===== src/rtl/fetch_unit_if.sv =====
// Instruction-memory request/response bus between the fetch stage and instruction memory.
// The fetch stage drives requests as master; the memory answers in order as slave.
interface fetch_unit_if;
    logic        imem_req_valid;
    logic [31:0] imem_req_addr;
    logic        imem_req_ready;
    logic        imem_resp_valid;
    logic [31:0] imem_resp_data;

    modport master (
        output imem_req_valid,
        output imem_req_addr,
        input  imem_req_ready,
        input  imem_resp_valid,
        input  imem_resp_data
    );

    modport slave (
        input  imem_req_valid,
        input  imem_req_addr,
        output imem_req_ready,
        output imem_resp_valid,
        output imem_resp_data
    );
endinterface


===== src/rtl/fetch_unit.sv =====
// Instruction fetch stage: in-order imem requests, prefetch queue, IF/ID register, Decode redirects.
// Optional FETCH_PERF_CNT_EN adds perf_fetched / perf_bubbles counters.
module fetch_unit #(
    parameter int unsigned DEPTH     = 2,
    parameter logic [31:0] RESET_PC  = 32'h0000_0000,
    parameter logic [31:0] NOP_INSTR = 32'h0000_0013
) (
    input  logic                clock,
    input  logic                reset,
    fetch_unit_if.master        imem,
    input  logic                id_if_selpcsource,
    input  logic [1:0]          id_if_selpctype,
    input  logic [31:0]         id_if_rega,
    input  logic [31:0]         id_if_pcimd2ext,
    input  logic [31:0]         id_if_pcindex,
    input  logic                id_stall,
    output logic [31:0]         if_id_instruc,
`ifdef FETCH_PERF_CNT_EN
    output logic [31:0]         if_id_nextpc,
    output logic [31:0]         perf_fetched,
    output logic [31:0]         perf_bubbles
`else
    output logic [31:0]         if_id_nextpc
`endif
);

    localparam int unsigned PTR_W = $clog2(DEPTH);
    localparam int unsigned CNT_W = PTR_W + 1;

    typedef logic [PTR_W-1:0] ptr_t;
    typedef logic [CNT_W-1:0] cnt_t;

    typedef struct packed {
        logic [31:0] instr;
        logic [31:0] nextpc;
    } entry_t;

    logic [31:0] fpc_q, fpc_d;
    logic [31:0] rpc_q, rpc_d;
    ptr_t        head_q, head_d;
    ptr_t        tail_q, tail_d;
    cnt_t        qcount_q, qcount_d;
    cnt_t        outstanding_q, outstanding_d;
    cnt_t        drop_q, drop_d;
    logic [31:0] instruc_q, instruc_d;
    logic [31:0] nextpc_q, nextpc_d;
    entry_t      queue_q [DEPTH];

    logic        redirect;
    logic        req_valid;
    logic        accept;
    logic        keep;
    logic        pop;
    logic [31:0] target_raw;
    logic [31:0] target;
    cnt_t        occupancy;

    assign redirect = id_if_selpcsource & ~id_stall;

    // NOTE: every signal written in an always_comb gets a default first, so no path leaves it unassigned (no latch).
    always_comb begin
        target_raw = id_if_pcimd2ext;
        case (id_if_selpctype)
            2'b01:   target_raw = id_if_rega;
            2'b10:   target_raw = id_if_pcindex;
            default: target_raw = id_if_pcimd2ext;
        endcase
    end

    assign target = target_raw & ~32'd3;

    // Queued plus in-flight words never exceed DEPTH, so a kept response always has a free slot.
    assign occupancy = qcount_q + outstanding_q;
    assign req_valid = ~reset & ~redirect & (occupancy < cnt_t'(DEPTH));
    assign accept    = req_valid & imem.imem_req_ready;
    assign keep      = imem.imem_resp_valid & ~redirect & (drop_q == '0);
    assign pop       = ~id_stall & ~redirect & (qcount_q != '0);

    assign imem.imem_req_valid = req_valid;
    assign imem.imem_req_addr  = fpc_q;
    assign if_id_instruc       = instruc_q;
    assign if_id_nextpc        = nextpc_q;

    always_comb begin
        fpc_d         = fpc_q;
        rpc_d         = rpc_q;
        head_d        = head_q;
        tail_d        = tail_q;
        qcount_d      = qcount_q;
        drop_d        = drop_q;
        instruc_d     = instruc_q;
        nextpc_d      = nextpc_q;
        outstanding_d = outstanding_q + cnt_t'(accept) - cnt_t'(imem.imem_resp_valid);

        if (redirect) begin
            fpc_d    = target;
            rpc_d    = target;
            head_d   = tail_q;
            qcount_d = '0;
            // Everything still in flight after this edge belongs to the old path.
            drop_d   = outstanding_d;
        end else begin
            if (accept) fpc_d = fpc_q + 32'd4;
            if (keep) begin
                rpc_d  = rpc_q + 32'd4;
                tail_d = tail_q + ptr_t'(1);
            end
            if (pop) head_d = head_q + ptr_t'(1);
            qcount_d = qcount_q + cnt_t'(keep) - cnt_t'(pop);
            if (imem.imem_resp_valid && (drop_q != '0)) drop_d = drop_q - cnt_t'(1);
        end

        if (!id_stall) begin
            if (pop) begin
                {instruc_d, nextpc_d} = queue_q[head_q];
            end else begin
                instruc_d = NOP_INSTR;
                nextpc_d  = '0;
            end
        end
    end

    // NOTE: queue storage carries no reset; qcount/head/tail alone decide which entries are valid.
    always_ff @(posedge clock) begin
        if (keep) queue_q[tail_q] <= {imem.imem_resp_data, rpc_q + 32'd4};
    end

    // NOTE: sequential state uses non-blocking assignments so every flop samples pre-edge values.
    always_ff @(posedge clock or posedge reset) begin
        if (reset) begin
            fpc_q         <= RESET_PC;
            rpc_q         <= RESET_PC;
            head_q        <= '0;
            tail_q        <= '0;
            qcount_q      <= '0;
            outstanding_q <= '0;
            drop_q        <= '0;
            instruc_q     <= NOP_INSTR;
            nextpc_q      <= '0;
        end else begin
            fpc_q         <= fpc_d;
            rpc_q         <= rpc_d;
            head_q        <= head_d;
            tail_q        <= tail_d;
            qcount_q      <= qcount_d;
            outstanding_q <= outstanding_d;
            drop_q        <= drop_d;
            instruc_q     <= instruc_d;
            nextpc_q      <= nextpc_d;
        end
    end

`ifdef FETCH_PERF_CNT_EN
    logic [31:0] perf_fetched_q, perf_fetched_d;
    logic [31:0] perf_bubbles_q, perf_bubbles_d;

    // A bubble is any non-stalled edge that loads NOP_INSTR instead of a queued word.
    always_comb begin
        perf_fetched_d = perf_fetched_q + {31'd0, keep};
        perf_bubbles_d = perf_bubbles_q + {31'd0, ~id_stall & ~pop};
    end

    always_ff @(posedge clock or posedge reset) begin
        if (reset) begin
            perf_fetched_q <= '0;
            perf_bubbles_q <= '0;
        end else begin
            perf_fetched_q <= perf_fetched_d;
            perf_bubbles_q <= perf_bubbles_d;
        end
    end

    assign perf_fetched = perf_fetched_q;
    assign perf_bubbles = perf_bubbles_q;
`endif

endmodule


===== src/flat_wrapper.sv =====
// flat-port wrapper written by rule: the top's interface ports become plain ports
module fetch_unit_flat 
#(
    parameter int unsigned DEPTH     = 2,
    parameter logic [31:0] RESET_PC  = 32'h0000_0000,
    parameter logic [31:0] NOP_INSTR = 32'h0000_0013
)
  (clock, reset, id_if_selpcsource, id_if_selpctype, id_if_rega, id_if_pcimd2ext, id_if_pcindex, id_stall, if_id_instruc, if_id_nextpc, imem_imem_req_valid, imem_imem_req_addr, imem_imem_req_ready, imem_imem_resp_valid, imem_imem_resp_data);
  fetch_unit_if imem_i ();
  input  logic clock;
  input  logic reset;
  input  logic id_if_selpcsource;
  input  logic [1:0] id_if_selpctype;
  input  logic [31:0] id_if_rega;
  input  logic [31:0] id_if_pcimd2ext;
  input  logic [31:0] id_if_pcindex;
  input  logic id_stall;
  output logic [31:0] if_id_instruc;
  output logic [31:0] if_id_nextpc;
  output wire logic [$bits(imem_i.imem_req_valid)-1:0] imem_imem_req_valid;
  output wire logic [$bits(imem_i.imem_req_addr)-1:0] imem_imem_req_addr;
  input wire logic [$bits(imem_i.imem_req_ready)-1:0] imem_imem_req_ready;
  input wire logic [$bits(imem_i.imem_resp_valid)-1:0] imem_imem_resp_valid;
  input wire logic [$bits(imem_i.imem_resp_data)-1:0] imem_imem_resp_data;
  assign imem_imem_req_valid = imem_i.imem_req_valid;
  assign imem_imem_req_addr = imem_i.imem_req_addr;
  assign imem_i.imem_req_ready = imem_imem_req_ready;
  assign imem_i.imem_resp_valid = imem_imem_resp_valid;
  assign imem_i.imem_resp_data = imem_imem_resp_data;
  fetch_unit #(.DEPTH(DEPTH), .RESET_PC(RESET_PC), .NOP_INSTR(NOP_INSTR)) u_core (.clock(clock), .reset(reset), .imem(imem_i), .id_if_selpcsource(id_if_selpcsource), .id_if_selpctype(id_if_selpctype), .id_if_rega(id_if_rega), .id_if_pcimd2ext(id_if_pcimd2ext), .id_if_pcindex(id_if_pcindex), .id_stall(id_stall), .if_id_instruc(if_id_instruc), .if_id_nextpc(if_id_nextpc));
endmodule

===== config.mk =====
export PLATFORM = sky130hd
export DESIGN_NAME = fetch_unit_flat
export DESIGN_NICKNAME = d
export VERILOG_FILES = /design/src/rtl/fetch_unit_if.sv /design/src/rtl/fetch_unit.sv /design/src/flat_wrapper.sv
export SDC_FILE = /design/constraint.sdc
export NUM_CORES = 1
export LEC_CHECK = 0
export ABC_CLOCK_PERIOD_IN_PS = 7180
export CAP_MARGIN = 30
export CORE_ASPECT_RATIO = 0.7
export CORE_UTILIZATION = 60
export CTS_CLUSTER_SIZE = 25
export DETAILED_ROUTE_END_ITERATION = 6
export DONT_BUFFER_PORTS = 1
export PLACE_DENSITY = 0.76
export SLEW_MARGIN = 30
export SYNTH_ARGS = -nofsm -noshare
export SYNTH_HDL_FRONTEND = slang
export SYNTH_SLANG_ARGS = --single-unit

===== constraint.sdc =====
create_clock -name clock -period 7.18 [get_ports clock]
set_input_delay 1.795 -clock clock [delete_from_list [all_inputs] [get_ports clock]]
set_output_delay 1.795 -clock clock [all_outputs]
set_load 0.02 [all_outputs]

==> results.toml <==
[grt]
grt.overflow.total = 0
grt_max_degree = 78
grtUsageTotal_pct = 24.3
grt_pass1_vias = 7031
grt_pass1_wl_um = 37400
antenna_found_initial = 0

[sta]
worst_slack_ns = 2.63
tns_ns = 0
tightest_slew_ns = 0.956
drv_slew = 0
hold_viol_final = 0
setup_violations = 0
period_share_pct = 63.3
finalCriticalPeriod_ns = 4.55
fmax_mhz = 220
rsz0062_at_grt = "false"
finClkSkew_ns = 0.00918
holdWs_ns = 0.529
maxSlewHeadroom_pct = 35.8

[clocking]
clockBufferDepth = 3
clk_pin_slew_ns = 0.06
cts.htree.levels = 1
cts-resized-gates = 0
post_cts_buffers = 0
cts_tree = "yes"
insertion_delay_ns = 0.51
cts_hold_buf = 0
cts_num_sinks = 254
clockRootBuffer = "clkbuf_16"
cts_buffers = 24

[finish]
nets = 1093
antennaDiodeCount = 0
area_growth_pct = 8.43
nFillCells = 1349
final_util_pct = 67.5
drive_gt1_share_pct = 6.73

[floorplan]
dieWidth_um = 167
die_height_um = 117
rows = 41
core_area_um2 = 18300
ios = 233
dieArea_um2 = 19600
initial_core_util_pct = 62.2

[place]
gp_congestion = 0.907
dpl.hpwl_um = 15500
dp_slack_ns = 2.65
io_buffers = 0

[logic_synthesis]
synth_edf_count = 124
yosysSeqAreaShare_pct = 61.3
synth_ff_type = "dfrtp_1"
synth_top_cells_by_area = "edfxtp_1, dfrtp_1, mux2i_1"
synth-async-reset-ratio_pct = 51.2
post_synth_num_cell_types = 49
yosys_warnings = 0
synth_top_cell_area_share_pct = 32.7
yosys.area.top_type = "edfxtp_1"
netlist_area_um2 = 11400
syn_inst = 980
avgSynthCellArea_um2 = 11.6
ys_ff_latch = 254

[setup_path]
critPathKind = "in2out"
worstSetupEndpointType = "output pin"
crit_fanout = 7
r2r-start = "u_core.drop_q[0]$_DFFE_PP0P_"
crit_path_start_kind = "input port"
arrival_ns = 2.75
critPathLaunch = "reset"
cp.required_ns = 5.39

[drt]
top_layer = "met4"
drc = 0
m1WireLength_um = 10500
dr.pass1.iters = 5
routedWlPerCell_um = 19.7
drtIter0Drc = 658
drt-vias-per-instance = 6.19
dr_wl_met2_um = 10900
ant_nets = 0
wl_um = 23700
met3_length_um = 2000
vias = 7438

[hold_path]
worstHoldStart = "u_core.queue_q[0][39]$_DFFE_PP_"
hold_path_class = "reg2reg"

[flow_run]
cap_violations = 0

[status]
outcome = "finished, final reports clean"

[power]
p_leak_nw = 4.58
p_per_area_nw_per_um2 = 351
vdd_ir_drop_max_mv = 0.277
worst max-delay path: stages:
cell and delay (ns):
and3b_1 0.16, mux2i_1 0.53, nor2_1 0.26
area by class of cell:
cell class	instances	area [µm²]	share of cell area [%]
clock buffer	32	692	5.60
inverter	17	68.8	0.557
clock inverter	12	135	1.09
multi-input combinational	644	4110	33.2
timing repair buffer	7	72.6	0.587
sequential	254	6980	56.5
tap	236	295	2.39
kinds of logic after synthesis:
| logic type | share of synthesized area [%] |
|---|---|
| AOI/OAI and AO/OA | 11.0 |
| xor gates and xnor gates | 6.06 |
| and+or+nand+nor | 11.9 |
| muxes | 5.72 |
| buffers and inverters | 3.05 |
| other | 0.0329 |
| adders and majority gates | 0.988 |
| DFF | 61.3 |
placed cells by master, fill, tap and decap left out, types with 6 or more instances in the layout:
| master | count |
|---|---|
| nor3_1 | 20 |
| or4_1 | 10 |
| a211oi_1 | 31 |
| nand4_1 | 20 |
| o31ai_1 | 7 |
| buf_4 | 6 |
| edfxtp_1 | 124 |
| a22oi_1 | 30 |
| nand2_1 | 94 |
| a21oi_1 | 50 |
| and3_1 | 11 |
| dfrtp_1 | 126 |
| clkbuf_16 | 25 |
| a31oi_1 | 11 |
| ha_1 | 7 |
| xnor2_1 | 39 |
| nor4_1 | 6 |
| nand3_1 | 29 |
| o21ai_0 | 68 |
| nor2_1 | 62 |
| xor2_1 | 38 |
| mux2i_1 | 64 |
| inv_1 | 16 |
metal layers:
layer,up-vias,track usage [%]
met5,-,0
met4,0,4.69
met3,28,6.42
li1,3508,-
met2,247,40.0
met1,3655,33.0
synth_stat cells, drive strengths merged (4+ instances only):
library cell	instances
dfrtp	127
edfxtp	124
nand2	94
o21ai	68
mux2i	64
nor2	62
clkbuf	51
a21oi	50
xnor2	40
xor2	38
a211oi	31
a22oi	30
nand3	29
nand4	21
nor3	21
buf	17
inv	17
and3	12
a31oi	11
or4	11
ha	9
nor4	7
o31ai	7
and4	5
nor2b	5
and2	4
or3	4
metrics by stage:
stage          std cells  total power, mW  area [µm²]
2_1_floorplan        983             2.83       11400
3_3_place_gp        1157             3.02       11500
3_5_place_dp        1158             3.06       11500
4_1_cts             1202             4.37       12300
5_1_grt             1202             4.54       12400
6_report            1202             4.34       12400
final timing paths:
path	to	slack [ns]	depth (start not counted)
max	imem_imem_req_valid	2.63	3
max in group asynchronous	u_core.if_id_instruc[2]$_DFFE_PP0N_	4.74	2
min reg2reg	u_core.if_id_instruc[7]$_DFFE_PP0N_	0.53	2
max reg2reg	u_core.queue_q[1][50]$_DFFE_PP_	4.37	5
min	u_core.if_id_instruc[7]$_DFFE_PP0N_	0.53	2
min in group asynchronous	u_core.outstanding_q[1]$_DFF_PP0_	1.25	1
power breakdown:
group	internal [mW]	leakage (nW)	total (mW)	switching [mW]
combinational	0.327	1.42	0.770	0.443
sequential	1.84	2.75	2.26	0.419
clock	0.784	0.411	1.31	0.523
total	2.95	4.58	4.34	1.39
flip-flops by register name, indices dropped and copies added, names as in the netlist:
register and cells:
u_core.drop_q 2, u_core.head_q 1, u_core.if_id_instruc 32, u_core.if_id_nextpc 30
u_core.imem.imem_req_addr 30, u_core.outstanding_q 2, u_core.qcount_q 2, u_core.queue_q 124
u_core.rpc_q 30, u_core.tail_q 1
Note: power is estimated with default switching activity, not from simulation.
